### src/rtl/ysyx_23060201_lsu_pkg.sv
// Shared encodings for the load/store unit: RV32I width codes, FSM states, default timeout.
package ysyx_23060201_lsu_pkg;

  // RV32I func3 width codes (loads use all five, stores use the first three)
  localparam logic [2:0] F3_B  = 3'b000;
  localparam logic [2:0] F3_H  = 3'b001;
  localparam logic [2:0] F3_W  = 3'b010;
  localparam logic [2:0] F3_BU = 3'b100;
  localparam logic [2:0] F3_HU = 3'b101;

  // Cycles allowed in WAIT before the access faults
  localparam int unsigned LSU_TIMEOUT = 255;

  typedef enum logic [1:0] {
    ST_IDLE = 2'd0,
    ST_REQ  = 2'd1,
    ST_WAIT = 2'd2,
    ST_RESP = 2'd3
  } lsu_state_e;

endpackage

### src/rtl/ysyx_23060201_lsu_align.sv
// Combinational lane logic: byte mask, store-data replication, load extraction/extension, legality.
module ysyx_23060201_lsu_align
  import ysyx_23060201_lsu_pkg::*;
(
  input  logic        wen,
  input  logic [2:0]  func3,
  input  logic [1:0]  off,
  input  logic [31:0] wdata,
  input  logic [31:0] rdata,
  output logic [3:0]  mask,
  output logic [31:0] wdata_rep,
  output logic [31:0] rdata_ext,
  output logic        illegal
);

  logic [15:0] sh;

  // Decode width code and lane offset into mask, data and fault flag
  always_comb begin
    sh        = 16'(rdata >> {off, 3'b000});
    mask      = '0;
    wdata_rep = '0;
    rdata_ext = '0;
    illegal   = 1'b0;
    if (wen) begin
      case (func3)
        F3_B: begin
          mask      = 4'b0001 << off;
          wdata_rep = {4{wdata[7:0]}};
        end
        F3_H: begin
          mask      = 4'b0011 << off;
          wdata_rep = {2{wdata[15:0]}};
          illegal   = off[0];
        end
        F3_W: begin
          mask      = 4'b1111;
          wdata_rep = wdata;
          illegal   = |off;
        end
        default: illegal = 1'b1;
      endcase
    end else begin
      case (func3)
        F3_B: begin
          mask      = 4'b0001 << off;
          rdata_ext = {{24{sh[7]}}, sh[7:0]};
        end
        F3_BU: begin
          mask      = 4'b0001 << off;
          rdata_ext = {24'd0, sh[7:0]};
        end
        F3_H: begin
          mask      = 4'b0011 << off;
          rdata_ext = {{16{sh[15]}}, sh};
          illegal   = off[0];
        end
        F3_HU: begin
          mask      = 4'b0011 << off;
          rdata_ext = {16'd0, sh};
          illegal   = off[0];
        end
        F3_W: begin
          mask      = 4'b1111;
          rdata_ext = rdata;
          illegal   = |off;
        end
        default: illegal = 1'b1;
      endcase
    end
  end

endmodule

### src/rtl/ysyx_23060201_lsu.sv
// Load/store unit: accepts one operation, runs a bounded bus transaction, returns a writeback pulse.
module ysyx_23060201_lsu
  import ysyx_23060201_lsu_pkg::*;
#(
  parameter int unsigned ADDR_WIDTH = 32,
  parameter int unsigned TIMEOUT    = LSU_TIMEOUT
) (
  input  logic                  clk,
  input  logic                  rst_n,
  input  logic                  req_valid,
  output logic                  req_ready,
  input  logic                  req_wen,
  input  logic [ADDR_WIDTH-1:0] req_addr,
  input  logic [31:0]           req_wdata,
  input  logic [2:0]            req_func3,
  input  logic [4:0]            req_rd,
  output logic                  mem_req_valid,
  input  logic                  mem_req_ready,
  output logic                  mem_wen,
  output logic [ADDR_WIDTH-1:0] mem_addr,
  output logic [31:0]           mem_wdata,
  output logic [3:0]            mem_wmask,
  input  logic                  mem_rsp_valid,
  input  logic [31:0]           mem_rdata,
  input  logic                  mem_rsp_err,
  output logic                  wb_valid,
  output logic                  wb_wen,
  output logic [4:0]            wb_rd,
  output logic [31:0]           wb_data,
  output logic                  wb_fault
);

  localparam logic [7:0] TMO_LAST = 8'(TIMEOUT - 1);

  lsu_state_e            state_q, state_d;
  logic [7:0]            cnt_q;
  logic                  wen_q;
  logic [ADDR_WIDTH-1:0] addr_q;
  logic [31:0]           wdata_q;
  logic [31:0]           rdata_q;
  logic [2:0]            func3_q;
  logic [4:0]            rd_q;
  logic                  fault_q;

  logic                  in_idle, in_req, in_resp, ld_ok, tmo_hit;
  logic                  al_wen;
  logic [2:0]            al_func3;
  logic [1:0]            al_off;
  logic [3:0]            al_mask;
  logic [31:0]           al_wdata_rep, al_rdata_ext;
  logic                  al_illegal;

  assign in_idle = (state_q == ST_IDLE);
  assign in_req  = (state_q == ST_REQ);
  assign in_resp = (state_q == ST_RESP);
  assign tmo_hit = (cnt_q == TMO_LAST);
  assign ld_ok   = !wen_q && !fault_q;

  // One aligner serves both phases: in IDLE it checks the incoming request,
  // afterwards it decodes the captured copy for the bus and writeback.
  assign al_wen   = in_idle ? req_wen        : wen_q;
  assign al_func3 = in_idle ? req_func3      : func3_q;
  assign al_off   = in_idle ? req_addr[1:0]  : addr_q[1:0];

  ysyx_23060201_lsu_align u_align (
    .wen       (al_wen),
    .func3     (al_func3),
    .off       (al_off),
    .wdata     (wdata_q),
    .rdata     (rdata_q),
    .mask      (al_mask),
    .wdata_rep (al_wdata_rep),
    .rdata_ext (al_rdata_ext),
    .illegal   (al_illegal)
  );

  // Next-state decode; a response in the final WAIT cycle beats the timeout
  always_comb begin
    state_d = state_q;
    case (state_q)
      ST_IDLE: if (req_valid) state_d = al_illegal ? ST_RESP : ST_REQ;
      ST_REQ:  if (mem_req_ready) state_d = ST_WAIT;
      ST_WAIT: if (mem_rsp_valid || tmo_hit) state_d = ST_RESP;
      ST_RESP: state_d = ST_IDLE;
      default: state_d = ST_IDLE;
    endcase
  end

  // State, timeout counter and captured operation/response registers
  always_ff @(posedge clk or negedge rst_n) begin
    if (!rst_n) begin
      state_q <= ST_IDLE;
      cnt_q   <= '0;
      wen_q   <= 1'b0;
      addr_q  <= '0;
      wdata_q <= '0;
      rdata_q <= '0;
      func3_q <= '0;
      rd_q    <= '0;
      fault_q <= 1'b0;
    end else begin
      state_q <= state_d;
      case (state_q)
        ST_IDLE: if (req_valid) begin
          wen_q   <= req_wen;
          addr_q  <= req_addr;
          wdata_q <= req_wdata;
          func3_q <= req_func3;
          rd_q    <= req_rd;
          rdata_q <= '0;
          fault_q <= al_illegal;
        end
        ST_REQ: if (mem_req_ready) cnt_q <= '0;
        ST_WAIT: begin
          cnt_q <= cnt_q + 8'd1;
          if (mem_rsp_valid) begin
            rdata_q <= mem_rdata;
            fault_q <= mem_rsp_err;
          end else if (tmo_hit) begin
            fault_q <= 1'b1;
          end
        end
        default: ;
      endcase
    end
  end

  assign req_ready     = in_idle;
  assign mem_req_valid = in_req;
  assign mem_wen       = in_req & wen_q;
  assign mem_addr      = in_req ? {addr_q[ADDR_WIDTH-1:2], 2'b00} : '0;
  assign mem_wdata     = (in_req && wen_q) ? al_wdata_rep : '0;
  assign mem_wmask     = in_req ? al_mask : '0;
  assign wb_valid      = in_resp;
  assign wb_wen        = in_resp & ld_ok & (rd_q != 5'd0);
  assign wb_rd         = in_resp ? rd_q : '0;
  assign wb_data       = (in_resp && ld_ok) ? al_rdata_ext : '0;
  assign wb_fault      = in_resp & fault_q;

endmodule

### config.mk
export PLATFORM = sky130hd
export DESIGN_NAME = ysyx_23060201_lsu
export DESIGN_NICKNAME = d
export VERILOG_FILES = /design/src/rtl/ysyx_23060201_lsu_pkg.sv /design/src/rtl/ysyx_23060201_lsu_align.sv /design/src/rtl/ysyx_23060201_lsu.sv
export SDC_FILE = /design/constraint.sdc
export NUM_CORES = 1
export LEC_CHECK = 0
export BUFFER_PORTS_ARGS = -buffer_cell sky130_fd_sc_hd__buf_2
export CAP_MARGIN = 0
export CORE_MARGIN = 2
export CORE_UTILIZATION = 53
export CTS_BUF_LIST = sky130_fd_sc_hd__clkbuf_8
export DETAILED_ROUTE_END_ITERATION = 8
export PLACE_DENSITY = 0.94
export SYNTH_ARGS = -nofsm -noshare
export SYNTH_HDL_FRONTEND = slang
export SYNTH_SLANG_ARGS = --single-unit
### constraint.sdc
create_clock -name clk -period 3.6 [get_ports clk]
set_clock_uncertainty 0.05 [all_clocks]
set_input_delay 0.72 -clock clk [delete_from_list [all_inputs] [get_ports clk]]
set_output_delay 0.72 -clock clk [all_outputs]
set_load 0.005 [all_outputs]
# --- Yosys cells after proc, flatten, opt, wreduce, memory -nomap -nowiden ---
# Index checks and enable logic that the tools add are counted.
totals:
  regBits: 116
  latch_bits: 0
  ramBits: 0
  rom_bits: 0
  output_inout_bits: 111
  elab_cells: 81
  memories: 0
classes:
  add_sub_neg: 1
  mul: 0
  div_mod_pow: 0
  order_cmp: 0
  eq_ne: 13
  shifts: 3
  muxes: 32
  n_bitwise: 4
  reduce_logical: 19
op_table:
  columns: ["operator", "n"]
  rows:
  - ["32-bit 2-to-1 mux", 7]
  - ["32-bit one-hot mux with 5 select lines", 1]
  - ["32-bit one-hot mux with 3 select lines", 1]
  - ["32-bit one-hot mux with 2 select lines", 1]
  - ["32-bit by 5-bit right shift with 16-bit output", 1]
  - ["4-bit one-hot mux with 3 select lines", 2]
  - ["8-bit one-hot mux with 2 select lines", 1]
  - ["2-bit 2-to-1 mux", 5]
  - ["3-bit AND reduction", 3]
  - ["8-bit by 1-bit adder with 8-bit output, second input constant", 1]
  - ["8-bit == test, second input constant", 1]
  - ["4-bit 2-to-1 mux", 2]
  - ["8-bit 2-to-1 mux", 1]
  - ["2-bit != test, second input constant", 4]
  - ["2-bit one-hot mux with 4 select lines", 1]
  - ["3-bit == test, second input constant", 2]
  - ["1-bit one-hot mux with 3 select lines", 2]
  - ["2-bit OR reduction", 3]
  - ["1-bit 2-to-1 mux", 5]
  - ["5-bit 2-to-1 mux", 1]
  - ["5-bit nonzero test", 1]
  - ["1-bit AND", 4]
  - ["2-bit == test, second input constant", 2]
  - ["2-bit AND reduction", 2]
  - ["14 further kinds", 18]

# --- Logic depth before layout (Yosys ltp) ---
logic_depth:
  depth_word: 9
  depth_mapped: 11
  mapped_depth_nobuf: 7

# --- By module ---
# Synthesis repeated with hierarchy kept, for this count alone.
unflattened:
  hier_cells: 697
  hier_area_um2: 6909.1
by_module_without_submodules:
  columns: ["module", "instances", "cells_per_inst", "area_each_um2"]
  rows:
  - ["ysyx_23060201_lsu", 1, 496, 5486.5]
  - ["ysyx_23060201_lsu_align", 1, 201, 1422.6]

# --- Least setup slack after synthesis ---
# Ideal clock, no wire load.
synth_path:
  kind: "register to output"
  startpoint: "register state_q[0]"
  endpoint: "output port wb_data[21]"
  t_arrival_ps: 2094
  path_slack_ps: 736
  path_stages_with_launch: 10
  n_path_buf: 3
  cell_sequence: "dfrtp_1 inv_1 ha_1 buf_4 buf_6 o31a_4 o2111ai_4 a21boi_4 buf_12 a21oi_2"
synth_via:
  elab_chain_cells: 6
synth_lines:
  columns: ["item", "line_no", "rtl"]
  rows:
  - ["start, declared", "ysyx_23060201_lsu.sv:35", "lsu_state_e state_q, state_d;"]
  - ["start signal, assigned", "ysyx_23060201_lsu.sv:102", "state_q <= state_d;"]
  - ["2-bit logical NOT (*)", "ysyx_23060201_lsu.sv:53", "assign in_idle = (state_q == ST_IDLE);"]
  - ["via req_ready", "ysyx_23060201_lsu.sv:11", "output logic req_ready,"]
  - ["2-bit 2-to-1 mux / 3-bit 2-to-1 mux (equally long branches)", "ysyx_23060201_lsu.sv:63, ysyx_23060201_lsu.sv:62", null]
  - ["32-bit by 5-bit right shift with 16-bit output, or another cell as far along", "ysyx_23060201_lsu_align.sv:20", "sh = 16'(rdata >> {off, 3'b000});"]
  - ["32-bit one-hot mux with 5 select lines", "ysyx_23060201_lsu_align.sv:44", "case (func3)"]
  - ["32-bit 2-to-1 mux (*)", "ysyx_23060201_lsu_align.sv:25", "if (wen) begin"]
  - ["32-bit 2-to-1 mux (*)", "ysyx_23060201_lsu.sv:137", "assign wb_data = (in_resp && ld_ok) ? al_rdata_ext : '0;"]
  - ["end, declared", "ysyx_23060201_lsu.sv:29", "output logic [31:0] wb_data,"]
# Mark *: on every way through the listed nets, which the timed path passes. The rest lies on a longest branch.

# --- Worst setup path in the final report ---
layout_path:
  startpoint: "register state_q[0]"
  endpoint: "output port wb_data[15]"
layout_via:
  elab_chain_cells: 6
layout_lines:
  columns: ["item", "line_no"]
  rows:
  - ["2-bit logical NOT", "ysyx_23060201_lsu.sv:53"]
  - ["2-bit 2-to-1 mux / 3-bit 2-to-1 mux (equally long branches)", "ysyx_23060201_lsu.sv:63, ysyx_23060201_lsu.sv:62"]
  - ["32-bit by 5-bit right shift with 16-bit output, or another cell as far along", "ysyx_23060201_lsu_align.sv:20"]
  - ["32-bit one-hot mux with 5 select lines", "ysyx_23060201_lsu_align.sv:44"]
  - ["32-bit 2-to-1 mux", "ysyx_23060201_lsu_align.sv:25"]
  - ["32-bit 2-to-1 mux (*)", "ysyx_23060201_lsu.sv:137"]
# Mark *: on every way between the ends. The rest lies on a longest branch, timed or not.

==> impl_metrics.env <==
export IMPL_place_hpwl_mm=13.8
export IMPL_cts_tree="yes"
export IMPL_multi_input_area_sq_um=3570
export IMPL_routabilityCongestion=0.940
export IMPL_slew_violations=0
export IMPL_rows=41
export IMPL_status="finished clean"
export IMPL_htreeDepth=4
export IMPL_wl_mm=19.4
export IMPL_grt_pass1_vias=5954
export IMPL_antenna_left=0
export IMPL_combinationalPowerShare=0.496
export IMPL_layout_drive_gt1_share=0.415
export IMPL_synth_edf_count=0
export IMPL_synth_warning_count=0
export IMPL_vias=6220
export IMPL_io_pins=222
export IMPL_fin_crit_ns=3.47
export IMPL_seqPwrFrac=0.333
export IMPL_ys_ff_latch=116
export IMPL_worstSetupPathType="register to primary output"
export IMPL_drt_iter0_markers=592
export IMPL_avgSynthCellArea_sq_um=9.45
export IMPL_finish_instance_area_sq_um=8420
export IMPL_grt_first_pass_wirelength_mm=30.0
export IMPL_vias_per_cell=5.61
export IMPL_startpoint_type="register"
export IMPL_slew_headroom=0.199
export IMPL_worst_pin_slew_ns=1.20
export IMPL_cts_buffers=17
export IMPL_seqCellArea_sq_um=2900
export IMPL_netlist_instances=707
export IMPL_drc_errors=0
export IMPL_worstSkewPairLatency_ns=0.44
export IMPL_floorplan_initialDensity=0.536
export IMPL_critPathMaxFanout=12
export IMPL_antenna_found_initial=1
export IMPL_ys_types=61
export IMPL_track_usage=0.288
export IMPL_clk_pin_slew_ns=0.08
export IMPL_final_cell_mix="buf_2, nand2_1, dfrtp_1"
export IMPL_switchingPower_uw=3050
export IMPL_clock_sinks=116
export IMPL_grt_max_degree=75
export IMPL_synth_seq_area_share=0.434
export IMPL_dr_pass1_iters=5
export IMPL_die_h_um=116
export IMPL_die_area_sq_um=13500
export IMPL_critical_path_arrival_ns=2.70
export IMPL_p_sw_frac=0.432
export IMPL_nFillCells=999
export IMPL_syn_area_sq_um=6680
export IMPL_cp_required_ns=2.83
export IMPL_placed_area_sq_um=7930
export IMPL_dieWidth_um=116
export IMPL_synth_flop_cell="dfrtp_1"
export IMPL_overflow=0
export IMPL_power_total_uw=7060
export IMPL_power_leakage_uw=0.00412
export IMPL_async_reset_ff_frac=1.00
export IMPL_clkPwrFrac=0.171
export IMPL_area_delta_synth_final_pct=26.0
export IMPL_fin_crit_sh=0.965
export IMPL_p_int_uw=4010
export IMPL_port_buffers=219
export IMPL_ir_drop_mv=0.508
export IMPL_cts_path_max_buffers=2
export IMPL_setup_violations=0
export IMPL_power_per_cell_area_nw_per_um2=838
export IMPL_final_nets=1039
export IMPL_wl_per_cell_um=17.5
export IMPL_holdWs_ns=0.297
export IMPL_fmax_mhz=288
export IMPL_hold_viol_final=0
export IMPL_hp_class="input pin to async pin"
export IMPL_clock_root_buffer="clkbuf_8"
export IMPL_final_common_cell="buf_2"
export IMPL_core_sq_um=12500
export IMPL_cap_violations=0
export IMPL_end_kind="primary output"
==> cell usage after synthesis (5+ instances only) <==
library cell | n | area, sq um
dfrtp_1 | 116 | 2900
o21ai_0 | 13 | 65.1
clkbuf_1 | 22 | 82.6
and2_1 | 46 | 288
a22oi_1 | 15 | 113
o211ai_1 | 8 | 60.1
inv_1 | 7 | 26.3
nand2b_1 | 10 | 62.6
buf_2 | 21 | 105
mux2_2 | 77 | 867
a31oi_1 | 9 | 56.3
a21oi_2 | 11 | 96.3
o22ai_1 | 8 | 50.1
nor3_1 | 6 | 30.0
nand3_1 | 42 | 210
mux2i_1 | 5 | 50.1
a21oi_1 | 40 | 200
o31ai_1 | 8 | 60.1
ha_1 | 6 | 75.1
nand2_1 | 130 | 488
nor2_1 | 35 | 131
==> critical path: stages (launching register included) <==
cell     delay [ns]
dfrtp_1        0.41
inv_1          0.10
ha_4           0.21
or3b_1         0.51
o22ai_2        0.35
nor2b_1        0.18
o21ai_1        0.06
a31oi_1        0.26
buf_2          0.17
==> timing repair <==
action / 4_1_cts / 5_1_grt
pin swaps: 1 / 4
endpoints found under the setup margin: 64 / 51
resized for setup: 4 / 9
hold buffers: 0 / 0
setup buffers: 1 / 5
==> worst paths after layout <==
| check | startpoint | to | slack (ns) | cells past startpoint |
|---|---|---|---|---|
| worst max-delay path | state_q[0] | wb_data[15] | 0.13 | 8 |
| worst min-delay path | rst_n | rdata_q[20] | 0.30 | 1 |
| worst max register to register | state_q[0] | rdata_q[5] | 1.02 | 8 |
| worst min register to register | rdata_q[5] | rdata_q[5] | 0.43 | 2 |
| max in group asynchronous | rst_n | rd_q[2] | 2.29 | 2 |
| min in group clk | rdata_q[5] | rdata_q[5] | 0.43 | 2 |
==> cell type report <==
type                       instances  share of cell area
antenna                            1            0.000297
clock buffer                      17              0.0278
clock inverter                    15              0.0184
inverter                           7             0.00312
multi-input combinational        535               0.424
sequential                       116               0.345
tap                              172              0.0256
timing repair buffer             245               0.156
==> registers in the layout, summed over array words and instances, names as in the netlist <==
register  flops
wen_q         1
wdata_q      32
rd_q          5
fault_q       1
cnt_q         8
addr_q       32
func3_q       3
rdata_q      32
state_q       2
==> power groups by stage <==
stage / clock, uW / combinational, uW / sequential (uW)
after global routing: 1290 / 3840 / 2410
after global placement: 0 / 3250 / 2310
after detailed placement: 0 / 3350 / 2340
final: 1210 / 3500 / 2350
after CTS: 1220 / 3400 / 2330
after floorplan: 0 / 2530 / 2150
==> stage by stage <==
stage / setup slack, ns / TNS [ns] / instances / utilization
after global routing: -0.0115 / -0.0378 / 1107 / 0.675
final: 0.127 / 0 / 1108 / 0.675
after global placement: 0.250 / 0 / 1069 / 0.636
after detailed placement: 0.197 / 0 / 1069 / 0.636
after CTS: 0.0671 / 0 / 1102 / 0.670
after floorplan: 0.736 / 0 / 708 / -
==> cell families (layout without fill, tap and decap cells) <==
logic type	count (synthesis)	after routing	synth area share
adder cells (fa/ha/maj)	6	6	0.0112
multiplexers	84	84	0.143
other	1	3	0.000561
buffers and inverters	57	284	0.0418
flip-flops	116	116	0.434
XOR/XNOR	3	3	0.00393
AND/OR/NAND/NOR	299	299	0.213
AO/OA/AOI/OAI	141	141	0.152
==> layer usage <==
| metal | global-route usage | part of all wire | vias to the layer above |
|---|---|---|---|
| met2 | 0.471 | 0.49 | 305 |
| met3 | 0.0991 | 0.089 | 37 |
| met4 | 0.0841 | 0.019 | 2 |
| met1 | 0.365 | 0.40 | 2963 |
| li1 | - | - | 2913 |
| met5 | 0 | 0.00067 | - |
Note: power is estimated with default switching activity, not from simulation.
